`src/rtl/txdatfifo_if.sv`:
```
// Bus-side write path and transmitter handshake of the Tx data FIFO.
interface txdatfifo_if #(
  parameter int WIDTH = 8,
  parameter int DEPTH = 4
);
  localparam int CW = $clog2(DEPTH + 1);

  logic             i_Enable;
  logic [WIDTH-1:0] i_Data;
  logic             i_Done;
  logic             i_ClrOvf;
  logic [WIDTH-1:0] o_Data;
  logic             o_Busy;
  logic             o_Pready;
  logic             o_Perr;
  logic             o_Full;
  logic             o_Low;
  logic [CW-1:0]    o_Count;
  logic             o_Overflow;

  modport master (
    output i_Enable, i_Data, i_Done, i_ClrOvf,
    input  o_Data, o_Busy, o_Pready, o_Perr, o_Full, o_Low, o_Count, o_Overflow
  );

  modport slave (
    input  i_Enable, i_Data, i_Done, i_ClrOvf,
    output o_Data, o_Busy, o_Pready, o_Perr, o_Full, o_Low, o_Count, o_Overflow
  );
endinterface

```
`src/rtl/txdatfifo.sv`:
```
// First-word-fall-through Tx data FIFO between bus writes and the USRT transmitter.
// Flags come from the registered occupancy counter only.
module txdatfifo #(
  parameter int WIDTH    = 8,
  parameter int DEPTH    = 4,
  parameter int LOW_MARK = 1
) (
  input  logic        i_Pclk,
  input  logic        i_Reset,
  txdatfifo_if.slave  bus
);
  localparam int AW = $clog2(DEPTH);
  localparam int CW = $clog2(DEPTH + 1);
  localparam logic [CW-1:0] FULL_CNT = CW'(DEPTH);
  localparam logic [CW-1:0] LOW_CNT  = CW'(LOW_MARK);

  logic [WIDTH-1:0] mem [DEPTH];
  logic [AW-1:0]    wptr;
  logic [AW-1:0]    rptr;
  logic [CW-1:0]    count;
  logic             pready;
  logic             perr;
  logic             overflow;

  logic push_acc;
  logic push_rej;
  logic pop;

  // A full FIFO still takes a write when the head is popped in the same cycle.
  always_comb begin
    push_acc = 1'b0;
    push_rej = 1'b0;
    pop      = 1'b0;
    if (bus.i_Enable) begin
      if (count != FULL_CNT || bus.i_Done)
        push_acc = 1'b1;
      else
        push_rej = 1'b1;
    end
    if (bus.i_Done && count != '0)
      pop = 1'b1;
  end

  always_ff @(posedge i_Pclk) begin
    if (i_Reset) begin
      for (int i = 0; i < DEPTH; i++)
        mem[i] <= '0;
      wptr     <= '0;
      rptr     <= '0;
      count    <= '0;
      pready   <= 1'b0;
      perr     <= 1'b0;
      overflow <= 1'b0;
    end else begin
      if (push_acc) begin
        mem[wptr] <= bus.i_Data;
        wptr      <= wptr + 1'b1;
      end
      if (pop)
        rptr <= rptr + 1'b1;
      case ({push_acc, pop})
        2'b10:   count <= count + 1'b1;
        2'b01:   count <= count - 1'b1;
        default: count <= count;
      endcase
      pready <= bus.i_Enable;
      perr   <= push_rej;
      // Set beats clear when both happen in one cycle.
      if (push_rej)
        overflow <= 1'b1;
      else if (bus.i_ClrOvf)
        overflow <= 1'b0;
    end
  end

  assign bus.o_Data     = mem[rptr];
  assign bus.o_Busy     = (count != '0);
  assign bus.o_Full     = (count == FULL_CNT);
  assign bus.o_Low      = (count <= LOW_CNT);
  assign bus.o_Count    = count;
  assign bus.o_Pready   = pready;
  assign bus.o_Perr     = perr;
  assign bus.o_Overflow = overflow;
endmodule

```
`src/flat_wrapper.sv`:
```
// flat-port wrapper written by rule: the top's interface ports become plain ports
module txdatfifo_flat 
#(
  parameter int WIDTH    = 8,
  parameter int DEPTH    = 4,
  parameter int LOW_MARK = 1
)
  (i_Pclk, i_Reset, bus_i_Enable, bus_i_Data, bus_i_Done, bus_i_ClrOvf, bus_o_Data, bus_o_Busy, bus_o_Pready, bus_o_Perr, bus_o_Full, bus_o_Low, bus_o_Count, bus_o_Overflow);
  txdatfifo_if #(.WIDTH(WIDTH), .DEPTH(DEPTH)) bus_i ();
  input  logic i_Pclk;
  input  logic i_Reset;
  input wire logic [$bits(bus_i.i_Enable)-1:0] bus_i_Enable;
  input wire logic [$bits(bus_i.i_Data)-1:0] bus_i_Data;
  input wire logic [$bits(bus_i.i_Done)-1:0] bus_i_Done;
  input wire logic [$bits(bus_i.i_ClrOvf)-1:0] bus_i_ClrOvf;
  output wire logic [$bits(bus_i.o_Data)-1:0] bus_o_Data;
  output wire logic [$bits(bus_i.o_Busy)-1:0] bus_o_Busy;
  output wire logic [$bits(bus_i.o_Pready)-1:0] bus_o_Pready;
  output wire logic [$bits(bus_i.o_Perr)-1:0] bus_o_Perr;
  output wire logic [$bits(bus_i.o_Full)-1:0] bus_o_Full;
  output wire logic [$bits(bus_i.o_Low)-1:0] bus_o_Low;
  output wire logic [$bits(bus_i.o_Count)-1:0] bus_o_Count;
  output wire logic [$bits(bus_i.o_Overflow)-1:0] bus_o_Overflow;
  assign bus_i.i_Enable = bus_i_Enable;
  assign bus_i.i_Data = bus_i_Data;
  assign bus_i.i_Done = bus_i_Done;
  assign bus_i.i_ClrOvf = bus_i_ClrOvf;
  assign bus_o_Data = bus_i.o_Data;
  assign bus_o_Busy = bus_i.o_Busy;
  assign bus_o_Pready = bus_i.o_Pready;
  assign bus_o_Perr = bus_i.o_Perr;
  assign bus_o_Full = bus_i.o_Full;
  assign bus_o_Low = bus_i.o_Low;
  assign bus_o_Count = bus_i.o_Count;
  assign bus_o_Overflow = bus_i.o_Overflow;
  txdatfifo #(.WIDTH(WIDTH), .DEPTH(DEPTH), .LOW_MARK(LOW_MARK)) u_core (.i_Pclk(i_Pclk), .i_Reset(i_Reset), .bus(bus_i));
endmodule
```
`config.mk`:
```
export PLATFORM = sky130hd
export DESIGN_NAME = txdatfifo_flat
export DESIGN_NICKNAME = d
export VERILOG_FILES = /design/src/rtl/txdatfifo_if.sv /design/src/rtl/txdatfifo.sv /design/src/flat_wrapper.sv
export SDC_FILE = /design/constraint.sdc
export NUM_CORES = 1
export LEC_CHECK = 0
export ABC_AREA = 1
export BUFFER_PORTS_ARGS = -buffer_cell sky130_fd_sc_hd__buf_2
export CORE_AREA = 2 2 72 74
export DETAILED_ROUTE_END_ITERATION = 16
export DIE_AREA = 0 0 74 76
export PLACE_DENSITY = 0.66
export RECOVER_POWER = 50
export SLEW_MARGIN = 20
export SYNTH_ARGS = -nofsm -noshare
export SYNTH_HDL_FRONTEND = slang
export SYNTH_SLANG_ARGS = --single-unit
```
`constraint.sdc`:
```
create_clock -name i_Pclk -period 1.9 [get_ports i_Pclk]
set_clock_uncertainty 0.1 [all_clocks]
set_input_delay 0.19 -clock i_Pclk [delete_from_list [all_inputs] [get_ports i_Pclk]]
set_output_delay 0.19 -clock i_Pclk [all_outputs]
set_load 0.01 [all_outputs]
```
# Word-level counts from Yosys, hierarchy flattened
# Memories as Yosys holds them, arrays and structs flattened. A register that Yosys moved wholly into a read port is not among the register bits.
# Cells that the tools add are included.
[op_classes]
addsub = 4
mul = 0
div = 0
n_lt_le_gt_ge = 1
eq_ne = 4
n_shift = 0
n_mux = 18
bitwise_logic = 0
n_reduce_logical = 6
[op_table]
columns = ["op", "count"]
rows = [
  ["$mux W1", 13],
  ["$mux W8", 1],
  ["$reduce_or A8 Y1", 1],
  ["$mux W2", 3],
  ["$pmux W3 S2", 1],
  ["$add A2 B1 Y2 const B", 2],
  ["$reduce_bool A2 Y1", 2],
  ["$add A3 B1 Y3 const B", 1],
  ["$eq A3 B3 Y1 const B", 1],
  ["$le A3 B1 Y1 const B", 1],
  ["$ne A3 B3 Y1 const B", 1],
  ["$reduce_bool A3 Y1", 1],
  ["$sub A3 B1 Y3 const B", 1],
  ["$eq A2 B1 Y1 const B", 1],
  ["$eq A2 B2 Y1 const B", 1],
  ["$logic_and A1 B1 Y1", 1],
  ["$logic_or A1 B1 Y1", 1],
]
[totals]
reg_bits = 10
latchBits = 0
ram_bits = 32
mem_bits_ro = 0
output_inout_bits = 17
wordCells = 40
n_memories = 1
[mem_list]
columns = ["memory", "depth", "word_bits", "read_ports", "rd_ports_with_merged_regs", "wr", "line", "source"]
rows = [
  ["u_core.mem", 4, 8, 1, 1, 4, "txdatfifo.sv:17", "logic [WIDTH-1:0] mem [DEPTH];"],
]

# Longest topological paths before layout
# Gate-level depths: netlist (run 1).
[logic_depth]
depth_word = 9
depth_mapped = 12
depth_no_buf = 12

# Worst setup path before layout (run 1)
# No wires, ideal clock.
[synth_timing]
kind = "register -> register"
start = "reg u_core.count[0] (netlist: u_core.bus.o_Count[0])"
end = "mem u_core.mem[1][0] (enable)"
arrival_ps = 1650
path_slack_ps = -234
path_stages_with_launch = 6
synth_period_minus_slack_ps = 2134
cell_sequence = "dfxtp_1 -> inv_1 -> ha_1 -> nand3_4 -> nand2_2 -> o21ai_0"
[synth_rtl]
columns = ["item", "line", "source"]
rows = [
  ["start, declared", "txdatfifo.sv:20", "logic [CW-1:0] count;"],
  ["start signal, assigned", "txdatfifo.sv:62", "2'b10: count <= count + 1'b1;"],
  ["start signal, assigned", "txdatfifo.sv:63", "2'b01: count <= count - 1'b1;"],
  ["start signal, assigned", "txdatfifo.sv:64", "default: count <= count;"],
  ["end, declared", "txdatfifo.sv:17", ""],
]

==> flow_summary.ini, run 1 <==
[power_and_ir_drop]
leakagePower_nw = 1.01
powerDensity_nw_per_um2 = 1160
irDropWorstVdd_mv = 0.427

[critical_path]
cp.buffers_inverters = 2
endpoint_kind = output pin
crit_path_cell_trace = buf_4, o21ai_0, o22ai_1, buf_2
startpoint_type = flip-flop
crit_required_ns = 1.61
critPathKind = reg2out
crit_slowest_cell = dfxtp_1
cp.arrival_ns = 1.44
worstPathMaxFanout = 11
cpPeakStageDelay_ns = 0.46
critPathTopFamily = flip-flops

[place]
port-buffer-count = 29
dp_hpwl_um = 2980
gp_congestion = 0.811
place_ws_ns = 0.115

[synthesis]
synth_cells = 204
yosysSeqAreaShare_pct = 56.8
synth.net_count = 222
synth_cell_types = 27
ys_ff_latch = 44
synth_warnings = 0
synthesis.area_um2 = 2110
avgSynthCellArea_um2 = 10.4

[floorplan]
start_util_pct = 43.0
die_y_um = 76
core-area_um2 = 4910
die_w_um = 74
io_pins = 30
rows = 26
dieArea_um2 = 5620

[sta]
hold_viol = 0
drv_slew = 0
period_minus_slack_ns = 1.73
fin_crit_sh_pct = 91.0
rsz0062_at_grt = false
slew_headroom_pct = 69.6
setup_violations = 0
fmax_ghz = 0.579
fin_ws_ns = 0.172
tightest_slew_ns = 0.455

[drt]
ant_nets = 0
drc = 0
vias = 1498
wl_per_cell_um = 13.6
drt_iter0_drc = 182
via_per_inst = 4.74
first_pass_iters = 4
drt_wl_total_um = 4280

[global_routing]
grt_pass1_wl_um = 6820
grt_max_degree = 17
antenna_found_initial = 0
track_usage_pct = 16.3
first_global_vias = 1384
globalRouteOverflowTotal = 0

[final_layout]
final_nets = 263
area.growth.synth_to_final_pct = 12.0
n_fill_cell = 460
multiInputGateArea_um2 = 649
antenna_cells = 0
layout-drive-gt1-share_pct = 22.8
seqCellArea_um2 = 1200
fin_util_pct = 48.2

[clocking]
htreeDepth = 2
cts.path.max_buffers = 2
root_buffer = clkbuf_8
path_clk_slew_ns = 0.09
post_cts_buffers = 0
cts_buffers = 5
clock-sinks = 44
clock_latency_ns = 0.30
tritoncts = built

[status]
status = complete, no violations

[flow_run]
max_cap_viol_count = 0

[worst_hold_path]
min_path_type = in2reg
path summary, 6_finish.rpt:
| kind | start | depth (start not counted) | slack, ns | to |
|---|---|---|---|---|
| setup / recovery | flip-flop | 4 | 0.17 | bus_o_Data[1] |
| hold / removal | i_Reset | 2 | 0.03 | u_core.rptr[1]$_SDFFE_PP0P_ |
| setup reg to reg | u_core.bus.o_Count[1]$_SDFFE_PP0P_ | 11 | 0.18 | u_core.bus.o_Count[2]$_SDFFE_PP0P_ |
| hold reg to reg | u_core.bus.o_Overflow$_SDFFE_PP0P_ | 2 | 0.39 | u_core.bus.o_Overflow$_SDFFE_PP0P_ |
repair_timing:
item                       4_1_cts  5_1_grt
setup endpoints to repair        0        1
resized for setup                0        2
hold endpoints to repair         1        0
hold buffers                     1        0
cells by family after synthesis:
group | share of synthesized area, %
adder cells (fa/ha/maj) | 2.96
buffers and inverters | 7.93
AND/OR/NAND/NOR | 22.6
flip-flops | 56.8
XOR/XNOR | 0.414
AO/OA/AOI/OAI | 9.29
routing by layer:
metal  vias up  GRT usage [%]  routed length (um)
met5         -              0                   0
li1        762              -                   -
met3         5           3.70                 219
met2        40           25.7                2070
met4         0           6.55                  65
met1       691           21.4                1930
area by class of cell:
type                       count  share of cell area [%]
clock buffer                   5                    2.91
clock inverter                 3                    1.96
inverter                      30                    5.07
multi-input combinational    126                    27.4
sequential                    44                    50.7
tap                           70                    3.70
timing repair buffer          38                    8.19
power by group:
part / switching (W) / leakage [nW] / internal (W) / total (W)
clock: 0.000343 / 0.0548 / 0.000396 / 0.000740
sequential: 0.0000642 / 0.433 / 0.00114 / 0.00120
combinational: 0.000501 / 0.526 / 0.000300 / 0.000800
cell usage in the layout (no fill, tap or decap):
| master | instances |
|---|---|
| nand2_2 | 2 |
| nor2_1 | 52 |
| o21ai_0 | 19 |
| nor2_2 | 1 |
| clkinv_4 | 1 |
| clkbuf_1 | 9 |
| buf_4 | 4 |
| inv_6 | 1 |
| ha_4 | 1 |
| a21oi_1 | 4 |
| bufinv_16 | 1 |
| clkbuf_8 | 5 |
| buf_2 | 22 |
| dlygate4sd3_1 | 1 |
| nand3_4 | 1 |
| o21ai_2 | 1 |
| nand3_1 | 13 |
| edfxtp_1 | 32 |
| nand4_2 | 1 |
| clkbuf_2 | 2 |
| xor2_1 | 1 |
| nand4_1 | 1 |
| inv_1 | 18 |
| inv_4 | 1 |
| nand2_1 | 13 |
| inv_2 | 10 |
| nand2_4 | 1 |
| o21ai_1 | 2 |
| ha_1 | 4 |
| clkinvlp_4 | 1 |
| dfxtp_1 | 12 |
| o22ai_1 | 9 |
registers in the layout (all words and copies together), names as in the netlist, named ones only:
name,flops
u_core.wptr,2
u_core.bus.o_Count,3
u_core.bus.o_Pready,1
u_core.bus.o_Overflow,1
u_core.mem,32
u_core.rptr,2
u_core.bus.o_Perr,1
metrics by stage:
step	power, W	cell area [um^2]	std cells	TNS (ns)	hold WS [ns]
floorplan	0.00176	2120	204	-0.289	0.170
global placement	0.00203	2360	307	0	0.301
detailed placement	0.00204	2360	307	0	0.301
CTS	0.00278	2490	316	0	0.0260
global route	0.00292	2370	316	0	0.0340
finish	0.00274	2370	316	0	0.0296
cells in the mapped netlist:
cell type,count,area [um^2]
nand3_2,1,10.0
nor2_1,53,199
xor2_1,1,8.76
ha_1,5,62.6
inv_4,1,6.26
nand2_2,2,12.5
nand2_1,13,48.8
edfxtp_1,32,961
nand3_4,9,158
dfxtp_1,12,240
nand4_2,1,12.5
o21ai_0,19,95.1
o22ai_2,1,12.5
o22ai_1,8,50.1
a21oi_1,4,20.0
nand4_1,1,6.26
buf_12,1,20.0
o21ai_2,1,8.76
inv_2,10,37.5
buf_8,1,15.0
inv_1,18,67.6
buf_2,1,5.00
o21ai_1,2,10.0
buf_4,1,7.51
clkinv_4,1,8.76
nand2_4,1,11.3
nand3_1,4,20.0
No activity file was read; power rests on OpenSTA's default activity.
==> run 2: changes to the inputs <==
--- a/config.mk
+++ b/config.mk
@@ -6,7 +6,7 @@
 export NUM_CORES = 1
 export LEC_CHECK = 0
 export ABC_AREA = 1
-export BUFFER_PORTS_ARGS = -buffer_cell sky130_fd_sc_hd__buf_2
+export BUFFER_PORTS_ARGS = -buffer_cell sky130_fd_sc_hd__buf_4
 export CORE_AREA = 2 2 72 74
 export DETAILED_ROUTE_END_ITERATION = 16
 export DIE_AREA = 0 0 74 76
==> flow_summary.ini, run 2 (synthesized netlist as in run 1, its figures left out) <==
[status]
status = complete, no violations

[floorplan]
io_pins = 30
die_y_um = 76
die_w_um = 74
core-area_um2 = 4910
start_util_pct = 43.0
dieArea_um2 = 5620
rows = 26

[final_layout]
final_nets = 265
final_cell_mix = nor2_1, edfxtp_1, buf_4
layout_commonest_cell = nor2_1
fin_cells = 318
largest_register_ffs = 32
layout-drive-gt1-share_pct = 23.4
area.growth.synth_to_final_pct = 15.8
postLayoutCellArea_um2 = 2450
regMostFlops = u_core.mem
antenna_cells = 0

[sta]
fin_ws_ns = 0.158
slew_headroom_pct = 58.2
hold_viol = 0
fin_tns_setup_ns = 0
rsz0062_at_grt = false
drv_slew = 0
fmax_ghz = 0.574
period_minus_slack_ns = 1.74
fin_crit_sh_pct = 91.7
tightest_slew_ns = 0.627
setup_violations = 0

[critical_path]
r2r-start = u_core.bus.o_Count[1]$_SDFFE_PP0P_
cp-startpoint = u_core.bus.o_Count[1]$_SDFFE_PP0P_
crit_required_ns = 1.96
r2r_end = u_core.mem[0][5]$_SDFFCE_PN0P_
reg2regPathDepth = 6
startpoint_type = flip-flop
reg2reg_slack_ns = 0.16
cp.arrival_ns = 1.80
endpoint_kind = flip-flop
worstPathMaxFanout = 6
critPathKind = reg2reg

[global_routing]
globalRouteOverflowTotal = 0
grt_pass1_wl_um = 6890
grt_max_degree = 17
track_usage_pct = 16.4
antenna_found_initial = 0
first_global_vias = 1459

[clocking]
tritoncts = built
clock-sinks = 44
cts.path.max_buffers = 2
post_cts_buffers = 0
path_clk_slew_ns = 0.08
htreeDepth = 2
clock_latency_ns = 0.30
root_buffer = clkbuf_8
cts_buffers = 5

[power_and_ir_drop]
leakagePower_nw = 1.03
powerDensity_nw_per_um2 = 1060
power_w = 0.00260
irDropWorstVdd_mv = 0.389

[place]
dp_hpwl_um = 3090
gp_congestion = 0.835
port-buffer-count = 29
placed_cells = 309
placed_cell_area_um2 = 2460
place_ws_ns = 0.127

[drt]
first_pass_iters = 4
ant_nets = 0
vias = 1516
wl_met2_um = 2040
dr_wl_met3_um = 119
dr.max_layer_used = met4
drt_wl_total_um = 4150
drt_iter0_drc = 78
drc = 0
wl_per_cell_um = 13.0
via_per_inst = 4.77
met1_length_um = 1900

[worst_hold_path]
hold_depth = 2
hp-start = i_Reset
min_path_type = in2reg

[flow_run]
max_cap_viol_count = 0
-- run 2: cell count changes in the layout (fill, tap and decap cells not counted), sizes merged --
cell / change
clkbuf: +2
buf: +1
bufinv: -1
clkinv: +1
inv: -1
-- run 2: per-layer routing --
layer | up-vias | GRT usage [%]
met5 | - | 0
met4 | 0 | 7.09
met3 | 7 | 3.57
met2 | 26 | 26.2
met1 | 716 | 21.1
li1 | 767 | -
-- run 2: worst max-delay path by stage --
stage	to	cells after the start
detailed placement	u_core.bus.o_Count[2]$_SDFFE_PP0P_	11
global route	u_core.bus.o_Count[2]$_SDFFE_PP0P_	11
floorplan	u_core.mem[1][0]$_SDFFCE_PN0P_	5
CTS	u_core.bus.o_Count[2]$_SDFFE_PP0P_	11
finish	u_core.mem[0][5]$_SDFFCE_PN0P_	6
global placement	u_core.bus.o_Count[2]$_SDFFE_PP0P_	11
-- run 2: area by class of cell --
type | instances | area (um^2)
clock buffers | 6 | 72.6
flip-flops and latches | 44 | 1200
well taps | 70 | 87.6
inverters | 30 | 120
fillers | 488 | 2460
multi-input cells | 126 | 684
clock inverters | 2 | 11.3
repair buffers | 40 | 272
-- run 2: repair_timing --
action,CTS,global route
endpoints found under the setup margin,0,2
resized for setup,0,1
hold endpoints to repair,1,0
hold buffers,1,0
-- run 2: through the flow --
stage	utilization (%)	hold slack, ns
floorplan	-	0.170
global placement	50.1	0.296
detailed placement	50.1	0.299
CTS	52.0	0.00198
global route	49.8	0.00371
finish	49.8	0.00704
-- run 2: critical path, cell delays in order, from the launching register on --
cell,delay [ns]
dfxtp_1,0.35
inv_1,0.10
ha_2,0.22
nand3_4,0.12
clkbuf_1,0.42
nand3_4,0.16
nor2_1,0.14
-- run 2: report_power, final --
| group | leakage [nW] | switching (W) | internal (W) |
|---|---|---|---|
| Clock | 0.0388 | 0.000305 | 0.000255 |
| Combinational | 0.556 | 0.000504 | 0.000342 |
| Sequential | 0.433 | 0.0000587 | 0.00114 |
